`src/rtl/mem_responder.sv`:
```
// mem_responder: single-request memory responder for the RV32 core.
// Checks each word request, sequences a registered-output block RAM.
module mem_responder #(
    parameter int unsigned ADDR_W   = 10,
    parameter logic [31:0] BASE     = 32'h0000_0000,
    parameter int unsigned READ_LAT = 2
) (
    input  logic              clk,
    input  logic              rst,
    input  logic              req_valid,
    output logic              req_ready,
    input  logic              req_we,
    input  logic [31:0]       req_addr,
    input  logic [31:0]       req_wdata,
    output logic              rsp_valid,
    output logic [31:0]       rsp_rdata,
    output logic              rsp_err,
    output logic [ADDR_W-1:0] ram_addr,
    output logic [31:0]       ram_din,
    output logic              ram_we,
    output logic              ram_regce,
    input  logic [31:0]       ram_dout
);

    typedef enum logic [1:0] {
        IDLE,
        WR,
        RD,
        RESP
    } state_t;

    // Byte size of the RAM window; 33 bits so ADDR_W up to 30 cannot overflow.
    localparam logic [32:0] LIMIT    = 33'd1 << (ADDR_W + 2);
    localparam logic [1:0]  LAT_INIT = 2'(READ_LAT);

    state_t      state;
    state_t      state_nxt;
    logic [1:0]  cnt;
    logic [31:0] offset;
    logic        req_err;
    logic        accept;
    logic        rd_last;

    assign offset  = req_addr - BASE;
    assign req_err = (req_addr[1:0] != 2'b00)
                  || ({1'b0, offset} >= LIMIT);
    assign accept  = req_valid && req_ready;
    assign rd_last = (state == RD) && (cnt == 2'd0);

    // State register.
    always_ff @(posedge clk or negedge rst) begin
        if (!rst) begin
            state <= IDLE;
        end else begin
            state <= state_nxt;
        end
    end

    // Next-state: IDLE and RESP both accept; errors skip the RAM entirely.
    always_comb begin
        state_nxt = state;
        case (state)
            IDLE, RESP: begin
                if (!accept) begin
                    state_nxt = IDLE;
                end else if (req_err) begin
                    state_nxt = RESP;
                end else if (req_we) begin
                    state_nxt = WR;
                end else begin
                    state_nxt = RD;
                end
            end
            WR: state_nxt = RESP;
            RD: begin
                if (cnt == 2'd0) begin
                    state_nxt = RESP;
                end
            end
            default: state_nxt = IDLE;
        endcase
    end

    // Handshake and RAM strobes decoded purely from the state register.
    always_comb begin
        req_ready = (state == IDLE) || (state == RESP);
        rsp_valid = (state == RESP);
        ram_we    = (state == WR);
        ram_regce = (state == RD);
    end

    // RAM address/data, read-latency counter and the held response fields.
    always_ff @(posedge clk or negedge rst) begin
        if (!rst) begin
            cnt       <= 2'd0;
            ram_addr  <= '0;
            ram_din   <= 32'h0;
            rsp_rdata <= 32'h0;
            rsp_err   <= 1'b0;
        end else begin
            if (accept && !req_err) begin
                ram_addr <= offset[ADDR_W+1:2];
                cnt      <= LAT_INIT;
                if (req_we) begin
                    ram_din <= req_wdata;
                end
            end else if ((state == RD) && (cnt != 2'd0)) begin
                cnt <= cnt - 2'd1;
            end

            if (accept && req_err) begin
                rsp_rdata <= 32'h0;
                rsp_err   <= 1'b1;
            end else if (state == WR) begin
                rsp_rdata <= 32'h0;
                rsp_err   <= 1'b0;
            end else if (rd_last) begin
                rsp_rdata <= ram_dout;
                rsp_err   <= 1'b0;
            end
        end
    end

endmodule

```
`config.mk`:
```
export PLATFORM = sky130hd
export DESIGN_NAME = mem_responder
export DESIGN_NICKNAME = d
export VERILOG_FILES = /design/src/rtl/mem_responder.sv
export SDC_FILE = /design/constraint.sdc
export NUM_CORES = 1
export LEC_CHECK = 0
export ABC_CLOCK_PERIOD_IN_PS = 2400
export CAP_MARGIN = 20
export CORE_MARGIN = 2
export CORE_UTILIZATION = 39
export DETAILED_ROUTE_END_ITERATION = 7
export GPL_TIMING_DRIVEN = 0
export PLACE_DENSITY = 0.81
export SETUP_SLACK_MARGIN = 0.5
export SLEW_MARGIN = 20
export SYNTH_ARGS = -nofsm -noshare
export SYNTH_HDL_FRONTEND = slang
export SYNTH_SLANG_ARGS = --single-unit
```
`constraint.sdc`:
```
create_clock -name clk -period 2.4 [get_ports clk]
set_clock_uncertainty 0.1 [all_clocks]
set_input_delay 0.72 -clock clk [delete_from_list [all_inputs] [get_ports clk]]
set_output_delay 0.72 -clock clk [all_outputs]
set_load 0.03 [all_outputs]
```
==> metrics.md <==
| Metric | Value |
|---|---|
| Reg2reg start | state[1]$_DFFE_PN0N_ |
| Placer congestion estimate | 0.7221 |
| CP max stage delay | 0.29 ns |
| Initial DRT Pass Iterations | 4 |
| Initial DRC Count | 34 |
| Hold Buf Count CTS | 0 |
| Register-to-register setup slack | 0.38 ns |
| CTS tree | built |
| GRT met2 Usage | 0.3520 |
| Reg clk slew, reported paths | 0.08 ns |
| Crit-path max FO | 4 |
| Global-route met3 utilization | 0.06500 |
| Ant. Diodes | 0 |
| Sequential share of power | 0.315 |
| Synth Instances | 237 |
| YS warnings | 0 |
| Distinct cells, synth | 27 |
| Post-synthesis register bit count | 79 |
| Wire length of the first global-routing pass | 14570 um |
| Rows | 33 |
| FF-to-FF path depth | 7 |
| Fin. max-slew vios | 0 |
| CP Cell Sequence | buf_2 > nor4_4 > nand4_1 > buf_6 > buf_6 > nor3_4 > buf_6 > buf_6 > mux2_4 |
| GR peak layer | met2 |
| DP Area | 5490 sq um |
| Power per Cell Area | 797.4 nW/um^2 |
| Min Tclk post-route | 2.167 ns |
| Hold Crit Class | in2async |
| Hold Fails Final Rpt | 0 |
| # IOs | 179 |
| Fin crit share | 0.9027 |
| RSZ-0062 raised after global routing | yes |
| Crit path required time | 2.53 ns |
| Data arrival time of the worst path | 2.30 ns |
| Nets | 561 |
| Sequential share of the synthesized area | 0.6026 |
| Layout area overhead | 97.33% |
| CTS sink cnt | 79 |
| Area of the mapped netlist | 3281 sq um |
| Commonest non-fill, non-tap cell in the layout | dfrtp_1 |
| Power Internal | 0.003203 W |
| Post-synthesis area per instance | 13.84 sq um |
| Tot GR Track Use | 0.2096 |
| Clock latency on the worst-skew pair | 0.34 ns |
| Congestion Overflow GR | 0 |
| Final WS setup | 0.2334 ns |
| Setup crit start kind | input pin |
| Antenna violations before repair | 0 |
| Syn_nets | 341 |
| Combinational fraction of design power | 0.477 |
| Critical path's slowest cell | mux2_4 |
| Worst-margin pin slew | 0.5313 ns |
| Setup crit end kind | register |
| Net Sw Frac | 0.3796 |
| Clock power share | 0.208 |
| Die Area | 9161 sq um |
| Leak pwr | 3.013 nW |
| Total core area | 8175 sq um |
| Num CTS Buffers | 9 |
| Fmax | 0.4616 GHz |
| Max-cap check violation count | 0 |
| Largest net degree at the start of global routing | 43 |
| Starting Density | 0.4013 |
| Fill cell count | 489 |
| Vias in the first global route | 3005 |
| Commonest non-fill, non-tap cells in the layout | 77 x dfrtp_1, 74 x clkdlybuf4s50_1, 62 x clkdlybuf4s15_2 |
| Setup CP Type | in2reg |
| Endpoints failing setup | 0 |
| Share of cells above drive strength 1 | 0.5380 |
| Die X-Extent | 95.72 um |
| Final HPWL from detailed placement | 6142 um |
| Status | complete, no violations |
| Routed Antenna Nets | 0 |
| Slew margin rel. | 0.6458 |
| CP Launch Point | req_addr[25] |
| Switching pwr | 0.001959 W |
| Die Ht | 95.72 um |
| Vias per Instance | 4.942 |
| R2R Path End | ram_din[14]$_DFFE_PN0P_ |
| Dpl ws | -0.5793 ns |
| CP most frequent cell | buf_6 |
| CTS root buffer | clkbuf_8 |
| Port bufs | 178 |
| DRC viols | 0 |
| Met1 Usage GRT | 0.2584 |
| Final Core Density | 0.7919 |
| Finished Cell Area | 6474 sq um |
| H-tree depth | 3 |
| Via count | 2797 |
| Clock Tree Buf Depth | 2 |
| Drt total wl | 9986 um |
| Drt wl/cell | 17.64 um |
| Maximum VDD drop | 493.7 uV |
-- metrics by stage --
stage               hold slack (ns)  power (W)  setup TNS [ns]  cells
detailed placement           0.3790   0.003571          -29.09    521
CTS                          0.2420   0.004812               0    557
finish                       0.2317   0.005162               0    566
global route                 0.2517   0.005415               0    566
floorplan                    0.3244   0.002841               0    237
global placement             0.3673   0.003527         -206.28    520
-- timing repair --
item,in CTS,in global routing
setup endpoints to repair,158,97
pin swaps,10,7
setup buffers,17,6
gates cloned,4,3
resized for setup,362,70
-- state kept, by name, summed over array words and instances, names as in the netlist --
signal,cells
ram_din,32
rsp_rdata,32
ram_addr,10
cnt,2
state,2
rsp_err,1
-- power groups by stage --
stage	clock (W)	sequential, W	combinational [W]
final	0.00107	0.00163	0.00246
after detailed placement	0	0.00164	0.00193
after global routing	0.00116	0.00165	0.00261
after floorplan	0	0.00193	0.000912
after CTS	0.00108	0.00162	0.00211
after global placement	0	0.00163	0.00190
-- cells in the mapped netlist (all sizes together) --
cell	n	area, sq um
dfrtp	79	1977
mux2	42	473.0
nor3	34	186.4
mux2i	32	320.3
buf	10	87.58
clkbuf	6	22.52
inv	5	18.77
nor2	5	18.77
nor4	5	31.28
ha	4	50.05
nand2	3	11.26
a31oi	2	12.51
nand3	2	10.01
a211o	1	8.760
a31o	1	8.760
nand2b	1	6.260
nand4	1	6.260
o21ai	1	5.000
o21ba	1	10.01
o31ai	1	7.510
xnor2	1	8.760
-- metal layers --
metal | part of all wire | vias to the layer above
li1 | - | 1286
met1 | 0.39 | 1369
met2 | 0.51 | 128
met3 | 0.077 | 14
met4 | 0.017 | 0
met5 | 0 | -
-- area by class of cell --
type,count,area (sq um),area share
plain buffers,16,173.9,0.02687
well taps,105,131.4,0.02029
clock inverters,5,82.58,0.01276
multi-input cells,137,1767,0.2729
repair buffers,209,2193,0.3388
flip-flops and latches,79,1979,0.3058
clock buffers,10,127.6,0.01971
inverters,5,18.77,0.002899
-- worst max path at each step --
stage	to	slack, ns	cells past startpoint
floorplan	ram_din[10]$_DFFE_PN0P_	0.18	5
global placement	ram_din[17]$_DFFE_PN0P_	-2.27	1
detailed placement	ram_din[3]$_DFFE_PN0P_	-0.58	6
CTS	ram_din[14]$_DFFE_PN0P_	0.34	9
global route	ram_addr[6]$_DFFE_PN0P_	0.18	9
finish	ram_addr[6]$_DFFE_PN0P_	0.23	9
-- worst max-delay path: cells and delay by family --
kind / cells / cell delay [ns]
buf+inv: 5 / 0.66
mux: 1 / 0.29
simple gates: 3 / 0.63
-- cell families (layout without fill, tap and decap cells) --
| group | count (synthesis) | after routing | share of synthesized area |
|---|---|---|---|
| adders and majority gates | 4 | 4 | 0.01526 |
| AOI/OAI and AO/OA | 7 | 7 | 0.01602 |
| muxes | 74 | 74 | 0.2418 |
| xor gates and xnor gates | 1 | 1 | 0.002670 |
| DFF | 79 | 79 | 0.6026 |
| buffers and inverters | 21 | 245 | 0.03928 |
| and+or+nand+nor | 51 | 51 | 0.08238 |
(Power assumes the default switching activity.)
